===== src/rtl/game_state_controller.sv =====
// Whack-A-Mole game-phase sequencer: IDLE -> RUN -> OVER -> IDLE, driven by
// start-button edges, with the countdown game timer and the end-message handshake.
module game_state_controller #(
    parameter int TICK_DIV     = 50_000_000,
    parameter int GAME_SECONDS = 30
) (
    input  logic       CLOCK_50,
    input  logic       reset,
    input  logic       start_btn,
    input  logic       early_end,
    input  logic       fi_done,
    output logic       game_started,
    output logic       game_over,
    output logic [7:0] time_left,
    output logic       sec_tick
);
    localparam int PW = $clog2(TICK_DIV);
    localparam logic [PW-1:0] PS_MAX  = PW'(TICK_DIV - 1);
    localparam logic [7:0]    TL_INIT = 8'(GAME_SECONDS);

    typedef enum logic [1:0] {IDLE, RUN, OVER} state_t;

    state_t        state, state_n;
    logic [PW-1:0] prescaler, prescaler_n;
    logic [7:0]    time_left_n;
    logic          sec_tick_n, fi_armed, fi_armed_n, start_prev;
    logic          game_started_n, game_over_n;
    logic          start_edge;

    assign start_edge = start_btn & ~start_prev;

    always_ff @(posedge CLOCK_50) begin
        if (reset) begin
            state        <= IDLE;
            prescaler    <= '0;
            time_left    <= TL_INIT;
            sec_tick     <= 1'b0;
            fi_armed     <= 1'b0;
            start_prev   <= 1'b1;  // a button held through reset must not start a game
            game_started <= 1'b0;
            game_over    <= 1'b0;
        end else begin
            state        <= state_n;
            prescaler    <= prescaler_n;
            time_left    <= time_left_n;
            sec_tick     <= sec_tick_n;
            fi_armed     <= fi_armed_n;
            start_prev   <= start_btn;
            game_started <= game_started_n;
            game_over    <= game_over_n;
        end
    end

    always_comb begin
        state_n     = state;
        prescaler_n = prescaler;
        time_left_n = time_left;
        sec_tick_n  = 1'b0;
        fi_armed_n  = fi_armed;
        case (state)
            IDLE: begin
                time_left_n = TL_INIT;
                prescaler_n = '0;
                fi_armed_n  = 1'b0;
                if (start_edge && fi_done) state_n = RUN;
            end
            RUN: begin
                // early_end beats a coinciding tick wrap: time_left freezes as-is
                if (early_end) begin
                    state_n = OVER;
                end else if (prescaler == PS_MAX) begin
                    prescaler_n = '0;
                    sec_tick_n  = 1'b1;
                    if (time_left != 8'd0) time_left_n = time_left - 8'd1;
                    if (time_left <= 8'd1) state_n = OVER;
                end else begin
                    prescaler_n = prescaler + 1'b1;
                end
            end
            OVER: begin
                // fi_done must be seen low first so a stale ready cannot skip the end message
                if (!fi_done) fi_armed_n = 1'b1;
                if (fi_armed && fi_done && start_edge) begin
                    state_n     = IDLE;
                    time_left_n = TL_INIT;
                    fi_armed_n  = 1'b0;
                end
            end
            default: state_n = IDLE;
        endcase
        game_started_n = (state_n != IDLE);
        game_over_n    = (state_n == OVER);
    end
endmodule


===== config.mk =====
export PLATFORM = sky130hd
export DESIGN_NAME = game_state_controller
export DESIGN_NICKNAME = d
export VERILOG_FILES = /design/src/rtl/game_state_controller.sv
export SDC_FILE = /design/constraint.sdc
export NUM_CORES = 1
export LEC_CHECK = 0
export CAP_MARGIN = 40
export CORE_MARGIN = 4
export CORE_UTILIZATION = 50
export DETAILED_ROUTE_END_ITERATION = 6
export PLACE_DENSITY = 0.73
export SLEW_MARGIN = 10
export SYNTH_ARGS = -nofsm -noshare
export SYNTH_HDL_FRONTEND = slang
export SYNTH_SLANG_ARGS = --single-unit

===== constraint.sdc =====
create_clock -name CLOCK_50 -period 2.2 [get_ports CLOCK_50]
set_clock_uncertainty 0.2 [all_clocks]
set_input_delay 0.33 -clock CLOCK_50 [delete_from_list [all_inputs] [get_ports CLOCK_50]]
set_output_delay 0.33 -clock CLOCK_50 [all_outputs]
set_load 0.02 [all_outputs]

==> results.sh <==
export IMPL_grt_setup_unrepaired="yes"
export IMPL_ys_flop_type="dfxtp_1"
export IMPL_synth_top_cell_by_area="dfxtp_1"
export IMPL_yosysWarnings=0
export IMPL_finalCriticalPeriod_ns=2.23
export IMPL_power_density_nw_per_um2=482
export IMPL_firstDrtPassIters=4
export IMPL_hold_class="flip-flop to flip-flop"
export IMPL_die_w_microns=73.5
export IMPL_timing_final_crit_share=1.01
export IMPL_crit_end="time_left[7]"
export IMPL_worst_slew_pin_slew_ns=0.666
export IMPL_synth_compound_area_frac=0.186
export IMPL_synth_distinct_cells=53
export IMPL_ctsHoldBuffers=0
export IMPL_ys_ff_latch=41
export IMPL_vdd_drop_max_uv=412
export IMPL_initial_utilization=0.528
export IMPL_cts_buffers=5
export IMPL_synth_area_leaders="dfxtp_1 (38%), nor2_1 (4.6%), a21oi_1 (4.0%), nand3_1 (4.0%), nand2_1 (3.9%)"
export IMPL_synth_area_sq_um=2140
export IMPL_synth_area_mux_share=0.00993
export IMPL_grt_pass1_vias=2118
export IMPL_outcome="complete, but fails checks"
export IMPL_h_tree_depth=2
export IMPL_hpwl_mm=4.29
export IMPL_p_leak_nw=1.11
export IMPL_drt_iter0_drc=229
export IMPL_path_class="flip-flop to flip-flop"
export IMPL_syn_num_nets=271
export IMPL_synth_edff_count=0
export IMPL_syn_instance_count=262
export IMPL_wire_per_inst_microns=16.1
export IMPL_top_level_ports=16
export IMPL_core_sq_um=4060
export IMPL_synthArstFlopShare=0
export IMPL_ant_nets=0
export IMPL_grt_max_degree=19
export IMPL_io_buffers=15
export IMPL_slew_headroom=0.554
export IMPL_r2r_start="time_left[2]"
export IMPL_overflow=0
export IMPL_pre_cts_slack_ns=-0.127
export IMPL_grt_pass1_wl_mm=9.62
export IMPL_placed_cell_area_sq_um=2680
export IMPL_critPathMaxFanout=6
export IMPL_cts_root_buf="clkbuf_8"
export IMPL_die_height_microns=73.5
export IMPL_fmax_ghz=0.448
export IMPL_place_congestion=0.854
export IMPL_critPathArrivalTime_ns=2.27
export IMPL_synthAdderAreaFrac=0.0234
export IMPL_final_hold_viol_count=0
export IMPL_num_vias=2274
export IMPL_timing_hold_ws_ns=0.290
export IMPL_drv_cap=0
export IMPL_clk_pin_slew_worst_paths_ns=0.08
export IMPL_drt_vias_per_instance=6.02
export IMPL_antenna_found_initial=0
export IMPL_synth_xor_area_share=0.0286
export IMPL_fp_row_count=23
export IMPL_die_area_sq_um=5400
export IMPL_critPathLaunchType="flip-flop"
export IMPL_avgSynthCellArea_sq_um=8.18
export IMPL_grt_total_usage=0.230
export IMPL_synth_top_cell_area_share=0.383
export IMPL_synth_top_family_by_area="simple AND/OR/NAND/NOR gates"
export IMPL_post_route_cell_area_sq_um=2940
export IMPL_seq_area_frac_synth=0.383
export IMPL_final_nets=336
export IMPL_slew_violations=0
export IMPL_wl_mm=6.08
export IMPL_cts_tree="yes"
export IMPL_r2r_end="time_left[7]"
export IMPL_critPathLaunch="time_left[2]"
export IMPL_drc=0
export IMPL_cp_data_required_time_ns=2.24
export IMPL_violations="setup timing"
export IMPL_syn_to_final_growth_pct=37.3
export IMPL_diodes=0
export IMPL_worstSkewPairLatency_ns=0.31
export IMPL_report_final_setup_viol=1
export IMPL_setup_ws_ns=-0.0309
export IMPL_layout_drive_gt1_share=0.277
export IMPL_cp_end_kind="flip-flop"
export IMPL_yosys_area_share_simple=0.330
export IMPL_r2r_slack_ns=-0.03
export IMPL_reg2reg_depth=7
export IMPL_clockBufferDepth=2
export IMPL_cts_sinks=41
[worst max-delay path: stages, from the launching register on]
cell	delay, ns
dfxtp_4	0.35
or4_4	0.56
nor4b_2	0.28
o31a_1	0.29
buf_4	0.17
buf_4	0.10
o31ai_1	0.09
a21oi_2	0.14
[cell families (layout without fill, tap and decap cells)]
| family | count (synthesis) | count (layout) |
|---|---|---|
| AND/OR/NAND/NOR | 127 | 127 |
| AO/OA/AOI/OAI | 60 | 60 |
| flip-flops | 41 | 41 |
| buffers and inverters | 21 | 87 |
| XOR/XNOR | 7 | 7 |
| adder cells (fa/ha/maj) | 4 | 4 |
| multiplexers | 2 | 2 |
[synthesized netlist by cell type (2+ instances only)]
master / count
a21o_1: 2
a21oi_1: 17
a221oi_1: 2
a22o_1: 2
a31oi_1: 9
a32oi_1: 2
and2_1: 2
and3_1: 4
and4_1: 5
buf_2: 3
clkbuf_1: 8
dfxtp_1: 41
ha_1: 4
inv_1: 10
nand2_1: 22
nand2b_1: 3
nand3_1: 17
nand4_1: 11
nor2_1: 26
nor3_1: 7
nor3b_1: 3
nor4_1: 4
o211ai_1: 2
o21ai_0: 8
o31ai_1: 5
or2_2: 2
or3_1: 4
or4_1: 7
xnor2_1: 3
xor2_1: 4
[sequential cells by signal, indices dropped and copies added, names as in the netlist]
register	count
game_over	1
start_prev	1
game_started	1
fi_armed	1
prescaler	26
time_left	8
state	2
sec_tick	1
[where the power goes]
group          switching [W]  leakage [nW]  total (W)  internal (W)
Clock               0.000294        0.0525   0.000588      0.000294
Combinational      0.0000439         0.723  0.0000817     0.0000379
Sequential        0.00000212         0.333   0.000746      0.000744
Total               0.000340          1.11    0.00142       0.00108
[per-stage QoR]
| stage | power, W | setup TNS, ns | cells | utilization |
|---|---|---|---|---|
| 3_3_place_gp | 0.000837 | -0.258 | 365 | 0.661 |
| 4_1_cts | 0.00141 | -0.00132 | 373 | 0.690 |
| 2_1_floorplan | 0.000799 | -0.0333 | 262 | - |
| 6_report | 0.00142 | -0.0309 | 378 | 0.725 |
| 5_1_grt | 0.00146 | -0.311 | 378 | 0.725 |
| 3_5_place_dp | 0.000839 | -0.706 | 365 | 0.661 |
[placed cells by master (no fill, tap or decap), drive strengths merged, types with 5 or more instances in the layout]
cell type,instances
a21oi,17
a31oi,9
and4,5
buf,54
clkbuf,6
clkdlybuf4s50,15
dfxtp,41
inv,10
nand2,22
nand3,17
nand4,11
nor2,26
nor3,8
nor4,5
o21ai,8
o31ai,5
or3,5
or4,8
[final cells by class]
| class | instances | area [sq um] |
|---|---|---|
| clock buffers | 6 | 93.8 |
| clock inverters | 2 | 16.3 |
| fillers | 322 | 1120 |
| inverters | 10 | 37.5 |
| flip-flops and latches | 41 | 837 |
| well taps | 50 | 62.6 |
| repair buffers | 69 | 556 |
| multi-input cells | 200 | 1340 |
[routing by layer]
metal / vias to the layer above / GRT usage / share of wire / wire, microns
li1: 1118 / - / - / -
met1: 1064 / 0.312 / 0.45 / 2710
met2: 83 / 0.358 / 0.47 / 2870
met3: 9 / 0.0410 / 0.065 / 398
met4: 0 / 0.0926 / 0.016 / 97
met5: - / 0 / 0 / 0
[how the worst min path moves through the flow]
| stage | from | end | slack, ns | cells past startpoint |
|---|---|---|---|---|
| floorplan | start_btn | start_prev | 0.24 | 1 |
| global placement | fi_armed | fi_armed | 0.26 | 1 |
| detailed placement | fi_armed | fi_armed | 0.27 | 1 |
| CTS | fi_armed | fi_armed | 0.29 | 1 |
| global route | fi_armed | fi_armed | 0.33 | 1 |
| finish | fi_armed | fi_armed | 0.29 | 1 |
[repair_timing]
action,in CTS,in global routing
pin swaps,2,8
buffers inserted,0,5
endpoints found under the setup margin,7,7
endpoints found under the hold margin,0,0
resized for setup,2,25
Power figures use the tool's default switching activity.
